<file path="src/rtl/mem_access_if.sv">
// Data-memory bus between the memory-access stage (master) and data memory (slave).
// One request at a time; the response carries load data or a write acknowledge.
interface mem_access_if #(
  parameter int XLEN = 64
);
  logic            dmem_req_valid;
  logic            dmem_req_ready;
  logic [XLEN-1:0] dmem_addr;
  logic            dmem_we;
  logic [XLEN-1:0] dmem_wdata;
  logic [7:0]      dmem_wmask;
  logic            dmem_rsp_valid;
  logic [XLEN-1:0] dmem_rdata;

  modport master (
    output dmem_req_valid, dmem_addr, dmem_we, dmem_wdata, dmem_wmask,
    input  dmem_req_ready, dmem_rsp_valid, dmem_rdata
  );

  modport slave (
    input  dmem_req_valid, dmem_addr, dmem_we, dmem_wdata, dmem_wmask,
    output dmem_req_ready, dmem_rsp_valid, dmem_rdata
  );
endinterface

</file>
<file path="src/rtl/mem_access.sv">
// Memory-access stage: one instruction in flight, issues a single data-memory
// request for loads/stores, aligns/extends load data, and hands the result to write-back.
module mem_access #(
  parameter int XLEN          = 64,
  parameter int REG_ADDRWIDTH = 5,
  parameter int MEMOP_LEN     = 4
) (
  input  logic                     clk,
  input  logic                     rst_n,
  input  logic                     ex_valid,
  output logic                     ex_ready,
  input  logic [XLEN-1:0]          ex_result,
  input  logic [XLEN-1:0]          ex_rs2_data,
  input  logic [REG_ADDRWIDTH-1:0] ex_rd_idx,
  input  logic                     ex_rd_we,
  input  logic [MEMOP_LEN-1:0]     ex_mem_op,
  mem_access_if.master             dmem,
  output logic                     wb_valid,
  input  logic                     wb_ready,
  output logic [REG_ADDRWIDTH-1:0] wb_rd_idx,
  output logic                     wb_rd_we,
  output logic [XLEN-1:0]          wb_data,
  output logic                     wb_misalign
);
  localparam logic [MEMOP_LEN-1:0] MEMOP_NONE = MEMOP_LEN'(0);
  localparam logic [MEMOP_LEN-1:0] LB  = MEMOP_LEN'(1);
  localparam logic [MEMOP_LEN-1:0] LBU = MEMOP_LEN'(2);
  localparam logic [MEMOP_LEN-1:0] LH  = MEMOP_LEN'(3);
  localparam logic [MEMOP_LEN-1:0] LHU = MEMOP_LEN'(4);
  localparam logic [MEMOP_LEN-1:0] LW  = MEMOP_LEN'(5);
  localparam logic [MEMOP_LEN-1:0] LWU = MEMOP_LEN'(6);
  localparam logic [MEMOP_LEN-1:0] LD  = MEMOP_LEN'(7);
  localparam logic [MEMOP_LEN-1:0] SB  = MEMOP_LEN'(8);
  localparam logic [MEMOP_LEN-1:0] SH  = MEMOP_LEN'(9);
  localparam logic [MEMOP_LEN-1:0] SW  = MEMOP_LEN'(10);
  localparam logic [MEMOP_LEN-1:0] SD  = MEMOP_LEN'(11);

  typedef enum logic [1:0] {IDLE, REQ, WAIT, DONE} state_t;

  typedef struct packed {
    logic [MEMOP_LEN-1:0] op;
    logic [2:0]           ofs;
    logic                 rd_we;
  } inst_t;

  state_t state;
  inst_t  inst_q;

  assign ex_ready = (state == IDLE);

  // Decode of the incoming op: access size as log2 bytes.
  logic       dec_load, dec_store, dec_mis;
  logic [1:0] dec_size;
  logic [2:0] dec_ofs;
  logic [7:0] dec_mask;

  assign dec_ofs = ex_result[2:0];

  always_comb begin
    dec_load  = 1'b0;
    dec_store = 1'b0;
    dec_size  = 2'd0;
    case (ex_mem_op)
      LB, LBU: begin dec_load  = 1'b1; dec_size = 2'd0; end
      LH, LHU: begin dec_load  = 1'b1; dec_size = 2'd1; end
      LW, LWU: begin dec_load  = 1'b1; dec_size = 2'd2; end
      LD:      begin dec_load  = 1'b1; dec_size = 2'd3; end
      SB:      begin dec_store = 1'b1; dec_size = 2'd0; end
      SH:      begin dec_store = 1'b1; dec_size = 2'd1; end
      SW:      begin dec_store = 1'b1; dec_size = 2'd2; end
      SD:      begin dec_store = 1'b1; dec_size = 2'd3; end
      default: ;
    endcase
  end

  always_comb begin
    dec_mis  = 1'b0;
    dec_mask = 8'h01;
    case (dec_size)
      2'd0: begin dec_mis = 1'b0;          dec_mask = 8'h01; end
      2'd1: begin dec_mis = dec_ofs[0];    dec_mask = 8'h03; end
      2'd2: begin dec_mis = |dec_ofs[1:0]; dec_mask = 8'h0F; end
      2'd3: begin dec_mis = |dec_ofs;      dec_mask = 8'hFF; end
      default: ;
    endcase
  end

  // Load alignment: bring the addressed byte lane down to bit 0, then extend.
  logic [XLEN-1:0] ld_sh, ld_data;
  logic            q_load;

  assign ld_sh  = dmem.dmem_rdata >> {inst_q.ofs, 3'b000};
  assign q_load = (inst_q.op >= LB) && (inst_q.op <= LD);

  always_comb begin
    ld_data = ld_sh;
    case (inst_q.op)
      LB:      ld_data = {{(XLEN-8){ld_sh[7]}},   ld_sh[7:0]};
      LBU:     ld_data = {{(XLEN-8){1'b0}},       ld_sh[7:0]};
      LH:      ld_data = {{(XLEN-16){ld_sh[15]}}, ld_sh[15:0]};
      LHU:     ld_data = {{(XLEN-16){1'b0}},      ld_sh[15:0]};
      LW:      ld_data = {{(XLEN-32){ld_sh[31]}}, ld_sh[31:0]};
      LWU:     ld_data = {{(XLEN-32){1'b0}},      ld_sh[31:0]};
      default: ld_data = ld_sh;
    endcase
  end

  always_ff @(posedge clk or negedge rst_n) begin
    if (!rst_n) begin
      state               <= IDLE;
      inst_q              <= '0;
      dmem.dmem_req_valid <= 1'b0;
      dmem.dmem_addr      <= '0;
      dmem.dmem_we        <= 1'b0;
      dmem.dmem_wdata     <= '0;
      dmem.dmem_wmask     <= '0;
      wb_valid            <= 1'b0;
      wb_rd_idx           <= '0;
      wb_rd_we            <= 1'b0;
      wb_data             <= '0;
      wb_misalign         <= 1'b0;
    end else begin
      case (state)
        IDLE: if (ex_valid) begin
          inst_q    <= '{op: ex_mem_op, ofs: dec_ofs, rd_we: ex_rd_we};
          wb_rd_idx <= ex_rd_idx;
          if (!(dec_load || dec_store)) begin
            state       <= DONE;
            wb_valid    <= 1'b1;
            wb_data     <= ex_result;
            wb_rd_we    <= ex_rd_we && (ex_rd_idx != '0);
            wb_misalign <= 1'b0;
          end else if (dec_mis) begin
            // Suppressed access: result still retires so the fault is visible downstream.
            state       <= DONE;
            wb_valid    <= 1'b1;
            wb_data     <= ex_result;
            wb_rd_we    <= 1'b0;
            wb_misalign <= 1'b1;
          end else begin
            state               <= REQ;
            dmem.dmem_req_valid <= 1'b1;
            dmem.dmem_addr      <= {ex_result[XLEN-1:3], 3'b000};
            dmem.dmem_we        <= dec_store;
            dmem.dmem_wdata     <= dec_store ? (ex_rs2_data << {dec_ofs, 3'b000}) : '0;
            dmem.dmem_wmask     <= dec_store ? (dec_mask << dec_ofs) : 8'h00;
          end
        end
        REQ: if (dmem.dmem_req_ready) begin
          state               <= WAIT;
          dmem.dmem_req_valid <= 1'b0;
        end
        WAIT: if (dmem.dmem_rsp_valid) begin
          state       <= DONE;
          wb_valid    <= 1'b1;
          wb_misalign <= 1'b0;
          wb_data     <= q_load ? ld_data : '0;
          wb_rd_we    <= q_load && inst_q.rd_we && (wb_rd_idx != '0);
        end
        DONE: if (wb_ready) begin
          state    <= IDLE;
          wb_valid <= 1'b0;
        end
        default: state <= IDLE;
      endcase
    end
  end
endmodule
</file>
<file path="src/flat_wrapper.sv">
// flat-port wrapper written by rule: the top's interface ports become plain ports
module mem_access_flat 
#(
  parameter int XLEN          = 64,
  parameter int REG_ADDRWIDTH = 5,
  parameter int MEMOP_LEN     = 4
)
  (clk, rst_n, ex_valid, ex_ready, ex_result, ex_rs2_data, ex_rd_idx, ex_rd_we, ex_mem_op, wb_valid, wb_ready, wb_rd_idx, wb_rd_we, wb_data, wb_misalign, dmem_dmem_req_valid, dmem_dmem_addr, dmem_dmem_we, dmem_dmem_wdata, dmem_dmem_wmask, dmem_dmem_req_ready, dmem_dmem_rsp_valid, dmem_dmem_rdata);
  mem_access_if #(.XLEN(XLEN)) dmem_i ();
  input  logic clk;
  input  logic rst_n;
  input  logic ex_valid;
  output logic ex_ready;
  input  logic [XLEN-1:0] ex_result;
  input  logic [XLEN-1:0] ex_rs2_data;
  input  logic [REG_ADDRWIDTH-1:0] ex_rd_idx;
  input  logic ex_rd_we;
  input  logic [MEMOP_LEN-1:0] ex_mem_op;
  output logic wb_valid;
  input  logic wb_ready;
  output logic [REG_ADDRWIDTH-1:0] wb_rd_idx;
  output logic wb_rd_we;
  output logic [XLEN-1:0] wb_data;
  output logic wb_misalign;
  output wire logic [$bits(dmem_i.dmem_req_valid)-1:0] dmem_dmem_req_valid;
  output wire logic [$bits(dmem_i.dmem_addr)-1:0] dmem_dmem_addr;
  output wire logic [$bits(dmem_i.dmem_we)-1:0] dmem_dmem_we;
  output wire logic [$bits(dmem_i.dmem_wdata)-1:0] dmem_dmem_wdata;
  output wire logic [$bits(dmem_i.dmem_wmask)-1:0] dmem_dmem_wmask;
  input wire logic [$bits(dmem_i.dmem_req_ready)-1:0] dmem_dmem_req_ready;
  input wire logic [$bits(dmem_i.dmem_rsp_valid)-1:0] dmem_dmem_rsp_valid;
  input wire logic [$bits(dmem_i.dmem_rdata)-1:0] dmem_dmem_rdata;
  assign dmem_dmem_req_valid = dmem_i.dmem_req_valid;
  assign dmem_dmem_addr = dmem_i.dmem_addr;
  assign dmem_dmem_we = dmem_i.dmem_we;
  assign dmem_dmem_wdata = dmem_i.dmem_wdata;
  assign dmem_dmem_wmask = dmem_i.dmem_wmask;
  assign dmem_i.dmem_req_ready = dmem_dmem_req_ready;
  assign dmem_i.dmem_rsp_valid = dmem_dmem_rsp_valid;
  assign dmem_i.dmem_rdata = dmem_dmem_rdata;
  mem_access #(.XLEN(XLEN), .REG_ADDRWIDTH(REG_ADDRWIDTH), .MEMOP_LEN(MEMOP_LEN)) u_core (.clk(clk), .rst_n(rst_n), .ex_valid(ex_valid), .ex_ready(ex_ready), .ex_result(ex_result), .ex_rs2_data(ex_rs2_data), .ex_rd_idx(ex_rd_idx), .ex_rd_we(ex_rd_we), .ex_mem_op(ex_mem_op), .dmem(dmem_i), .wb_valid(wb_valid), .wb_ready(wb_ready), .wb_rd_idx(wb_rd_idx), .wb_rd_we(wb_rd_we), .wb_data(wb_data), .wb_misalign(wb_misalign));
endmodule
</file>
<file path="config.mk">
export PLATFORM = sky130hd
export DESIGN_NAME = mem_access_flat
export DESIGN_NICKNAME = d
export VERILOG_FILES = /design/src/rtl/mem_access_if.sv /design/src/rtl/mem_access.sv /design/src/flat_wrapper.sv
export SDC_FILE = /design/constraint.sdc
export NUM_CORES = 1
export LEC_CHECK = 0
export ABC_CLOCK_PERIOD_IN_PS = 2850
export CAP_MARGIN = 20
export CORE_AREA = 2 2 162 164
export DETAILED_ROUTE_END_ITERATION = 10
export DIE_AREA = 0 0 164 166
export DONT_BUFFER_PORTS = 1
export PLACE_DENSITY = 0.76
export SLEW_MARGIN = 20
export SYNTH_ARGS = -nofsm -noshare
export SYNTH_HDL_FRONTEND = slang
export SYNTH_SLANG_ARGS = --single-unit
</file>
<file path="constraint.sdc">
create_clock -name clk -period 2.85 [get_ports clk]
set_clock_uncertainty 0.2 [all_clocks]
set_input_delay 0.57 -clock clk [delete_from_list [all_inputs] [get_ports clk]]
set_output_delay 0.57 -clock clk [all_outputs]
set_load 0.005 [all_outputs]
</file>
Yosys cells after proc, flatten, opt, wreduce, memory -nomap -nowiden:

Cells that the tools add are included.

* input port bits: 208
* register bits after elaboration: 217
* output and inout bits: 211

* order comparisons: 2
* reductions and logical operators: 25
* muxes and demuxes: 41
* shift operators: 3
* eq/ne operators: 30
* bitwise gates (word level): 1

Operator list (number)
* two-way mux 64 bit: 6
* one-hot mux 64 bit (6 select lines): 1
* one-hot mux 64 bit (2 select lines): 1
* << shifter 64 x 6 -> 64 bit: 1
* >> shifter 64 x 6 -> 64 bit: 1
* one-hot mux 8 bit (4 select lines): 1
* == test 4 x 3 -> 1 bit (second input constant): 7
* two-way mux 1 bit: 18
* == test 4 x 2 -> 1 bit (second input constant): 4
* == test 4 bit (second input constant): 4
* two-way mux 2 bit: 6
* AND reduction 4 bit: 3
* inequality test 2 bit (second input constant): 5
* AND reduction 5 bit: 2
* nonzero test 5 bit: 2
* OR reduction 3 bit: 3
* == test 2 bit (second input constant): 4
* == test 4 x 1 -> 1 bit (second input constant): 2
* two-way mux 8 bit: 1
* one-hot mux 2 bit (4 select lines): 1
* << shifter 8 x 3 -> 8 bit: 1
* OR reduction 7 bit: 1
* one-hot mux 1 bit (2 select lines): 3
* one-hot mux 2 bit (3 select lines): 1
* other kinds (16): 23

Depth between registers and ports, before layout:

* depth in word-level cells: 9
* depth in mapped cells: 11
* mapped depth without buffers: 8

Worst setup path after synthesis:

No wires, ideal clock.

* path type: in2reg
* start: input port ex_mem_op[3]
* end: register u_core.dmem.dmem_addr[56]
* buffers on the path: 3
* arrival time: 2.199 ns
* setup slack: 0.324 ns
* stages on the path: 8
* data required time: 2.522 ns
* cell sequence: buf_6 and2b_1 a21oi_1 nor4_4 o2111ai_2 buf_2 buf_4 mux2_1

* word-level cells in the longest chain between the ends: 7
* elaborated cells between the ends (all ways): 27

Ends and longest elaborated chain
* start: declaration: RTL line flat_wrapper.sv:18 `input logic [MEMOP_LEN-1:0] ex_mem_op;`
* == test 4 x 3 -> 1 bit, or another cell as far along: RTL line mem_access.sv:63 `case (ex_mem_op)`
* OR reduction 3 bit (no source line) or OR reduction 2 bit (tied branches)
* one-hot mux 2 bit (3 select lines): RTL line mem_access.sv:63
* == test 2 bit, or another cell as far along: RTL line mem_access.sv:79 `case (dec_size)`
* one-hot mux 1 bit (4 select lines): RTL line mem_access.sv:79
* NOT 1 bit (no source line)
* AND reduction 4 bit (no source line) *
* end signal: assignment: RTL line mem_access.sv:143 `dmem.dmem_addr <= {ex_result[XLEN-1:3], 3'b000};`
* end: declaration: RTL line mem_access_if.sv:16 `output dmem_req_valid, dmem_addr, dmem_we, dmem_wdata, dmem_wmask,`

Every way passes the cells marked *; elsewhere a longest branch is shown, timed or not.
A chain may end at the register's enable or synchronous reset.

Worst setup path in the final report:

* start: register u_core.inst_q[2] (netlist name)
* end: register u_core.wb_data[46]

* word-level cells in the longest chain between the ends: 5

Ends and longest elaborated chain
* start: declaration: RTL line mem_access.sv:47 `inst_t inst_q;`
* start signal: assignment: RTL line mem_access.sv:125 `inst_q <= '{op: ex_mem_op, ofs: dec_ofs, rd_we: ex_rd_we};`
* >> shifter 64 x 6 -> 64 bit: RTL line mem_access.sv:92 `assign ld_sh = dmem.dmem_rdata >> {inst_q.ofs, 3'b000};`
* one-hot mux 64 bit (6 select lines): RTL line mem_access.sv:97 `case (inst_q.op)`
* two-way mux 64 bit: RTL line mem_access.sv:157 `wb_data <= q_load ? ld_data : '0;`
* two-way mux 64 bit: RTL line mem_access.sv:153 `WAIT: if (dmem.dmem_rsp_valid) begin`
* one-hot mux 64 bit (2 select lines): RTL line mem_access.sv:123 `case (state)`
* end signal: assignment: RTL line mem_access.sv:130 `wb_data <= ex_result;`
* end signal: assignment: RTL line mem_access.sv:137 `wb_data <= ex_result;`
* end signal: assignment: RTL line mem_access.sv:157
* end: declaration: RTL line mem_access.sv:22 `output logic [XLEN-1:0] wb_data,`

No other way between the ends. The select of a mux whose other input is x is not followed.

==> impl_metrics.ini <==
[sta]
finalHoldViolCount = 217
rsz0062_at_grt = false
min_period_over_period_pct = 92.0
hold_slack_ps = -454
slew_headroom_pct = 40.1
max_freq_ghz = 0.382
tns_ps = 0
slew_viol_final = 0
period_needed_ps = 2620
setup_ws_ps = 229
tightest_slew_ps = 895
setup_violations = 0

[clock_network]
htree_levels = 1
clk_latency_ps = 520
cts_sinks = 217
clk_path_buf_depth = 3
cts_setup_buffers = 0
clk_pin_slew_worst_paths_ps = 70
cts_tree = built
cts_root_buf = clkbuf_16
cts_made_buffers = 25

[global_route]
globalRouteOverflowTotal = 0
antenna_found_initial = 6
grt-busiest-layer = met2
grtUsageMet2_pct = 48.7
grt_max_degree = 218
use_met1_pct = 38.9
grt_pass1_vias = 10600
grt_usage_pct = 30.9
grt_pass1_wl_um = 64900
use_met3_pct = 8.97

[hold_path]
min_path_type = in2async

[layout]
drive_gt1_share_pct = 15.0
nets = 1517
finalNonFillerCells = 1666
syn_to_final_growth_pct = 14.1

[routing]
viasPerCell = 6.55
postRouteAntennaNets = 0
route.detailed.drc = 0
drtIter0Drc = 1250
dr.pass1.iters = 6
post_drt_wl_per_cell_um = 26.1
drt_wl_total_um = 43500
vias = 10900

[floorplanning]
core_mm2 = 0.0256
rows = 59
initial_utilization_pct = 49.0
die-area_mm2 = 0.0272
die_y_um = 166
die_w_um = 164
io_pins = 419

[yosys]
postSynthCellCount = 1289
synth_xor_area_share_pct = 0.0697
yosysWarningCount = 0
synth_top_family_by_area = compound AO/OA/AOI/OAI gates
yosysTopAreaCellShare_pct = 43.2
avgSynthCellArea_um2 = 9.75
synth_cell_types = 69
netlist_area_mm2 = 0.0126
synth_ff_type = dfrtp_1
synth_fa_ha_area_share_pct = 0.398
synth_compound_area_share_pct = 21.6
synth_area_leaders = dfrtp_1 43%, nand2_1 6.4%, mux2_2 6.2%
synthMostInstantiatedCell = dfrtp_1
yosysSeqAreaShare_pct = 43.2
synth_edf_count = 0
async_flop_share_pct = 100
synth.area.mux_share_pct = 16.1
synth_area_leader_cell = dfrtp_1
synth_simple_gate_area_share_pct = 13.3
synth.top_cells.by_count = 217 x dfrtp_1, 213 x nand2_1, 76 x mux2i_1
synth_seq_cells = 217

[critical_path]
crit_arrival_ps = 2820
crit_path_top_delay_cell = dfrtp_2
critPathMaxStageDelay_ps = 700
crit_type = reg2reg
end_kind = flip-flop
worstPathRequired_ps = 3050
critPathMaxFanout = 32
setup.worst_path.start_class = flip-flop
crit_chain = mux2i_1 > a22oi_1 > nand4_2 > o41ai_4 > o211a_4 > a221o_1

[power_and_ir_drop]
irDropWorstVdd_mv = 0.785
p_per_area_mw_per_mm2 = 1080
power.leakage_nw = 6.30

[placement]
placed_cells = 1545
dp_worst_setup_slack_ps = 194
numPortBuffers = 0
dp_hpwl_um = 31300
gp_congestion = 0.944

[status]
violations = negative hold slack
outcome = complete, but fails checks

[run]
maxCapViolCount = 0
-- placed cells by master, fill, tap and decap left out, types with 7 or more instances in the layout --
cell and n:
dfrtp_1 214, nand2_1 213, mux2i_1 76, o21ai_0 73, mux2_2 69, dlygate4sd3_1 68, a21oi_1 67, nor2_1 51
o31ai_1 49, buf_4 38, and3_1 37, a221o_1 32, clkbuf_16 25, o221ai_1 22, a211oi_1 22, o21a_1 21
nor2b_1 19, inv_1 18, mux4_2 17, o22ai_1 16, a22oi_1 14, nand3_1 12, a31oi_1 12, a2bb2oi_1 9
nor3_1 9, a22o_1 9, diode_2 8, mux2_1 8, o22a_1 7
-- stage by stage --
step	cell area, µm²	power, W	util, %
after floorplan	12600	0.0101	-
after global placement	12800	0.0117	49.9
after detailed placement	12800	0.0120	49.9
after CTS	14300	0.0153	55.7
after global routing	14300	0.0163	55.9
final	14300	0.0154	55.9
-- critical path, delay by kind of cell, from the launching register on --
family / cells / cell delay (ps)
AOI/OAI and AO/OA: 4 / 1040
DFF: 1 / 700
and+or+nand+nor: 1 / 160
muxes: 1 / 360
-- state kept, by name, indices dropped and copies added, names as in the netlist, 2 cells and up --
register and cells:
u_core.state 2, u_core.dmem.dmem_addr 61, u_core.inst_q 8, u_core.wb_data 64, u_core.dmem.dmem_wmask 8, u_core.dmem.dmem_wdata 64
u_core.wb_rd_idx 5
-- repair_timing --
action | 4_1_cts | 5_1_grt
hold endpoints to repair | 285 | 220
hold buffers | 65 | 3
resized for setup | 0 | 0
-- power by group --
part	internal [W]	total, W	switching [W]
Clock	0.00187	0.00327	0.00139
Sequential	0.00441	0.00573	0.00133
Combinational	0.00279	0.00642	0.00362
-- logic make-up after synthesis --
kind of cell    Yosys count
fa+ha+maj                 4
flops                   217
other cells               1
compound gates          382
simple gates            369
buf+inv                 144
mux                     171
xor+xnor                  1
-- final timing paths --
kind,depth (start not counted),from,slack (ps),endpoint
worst max register to register,6,u_core.inst_q[2]$_DFFE_PN0P_,230,u_core.wb_data[46]$_DFFE_PN0P_
worst min-delay path,0,rst_n,-450,u_core.dmem.dmem_addr[6]$_DFFE_PN0P_
min in group clk,1,ex_mem_op[0],20,u_core.inst_q[4]$_DFFE_PN0P_
worst min register to register,2,u_core.dmem.dmem_wdata[60]$_DFFE_PN0P_,310,u_core.dmem.dmem_wdata[60]$_DFFE_PN0P_
worst max-delay path,6,u_core.inst_q[2]$_DFFE_PN0P_,230,u_core.wb_data[46]$_DFFE_PN0P_
max in group asynchronous,0,rst_n,2610,u_core.dmem.dmem_addr[20]$_DFFE_PN0P_
-- area by class of cell --
cell class,count,area [µm²]
well taps,335,419
clock inverters,18,184
multi-input cells,930,6490
diodes,8,20.0
clock buffers,27,653
flip-flops and latches,217,5430
inverters,21,78.8
repair buffers,110,1050
fillers,2201,11300
-- per-layer routing --
metal / vias up / routed length (µm)
met1: 5269 / 15700
met4: 0 / 2440
met3: 145 / 5090
met2: 725 / 20200
li1: 4766 / -
met5: - / 0
Note: power is estimated with default switching activity, not from simulation.
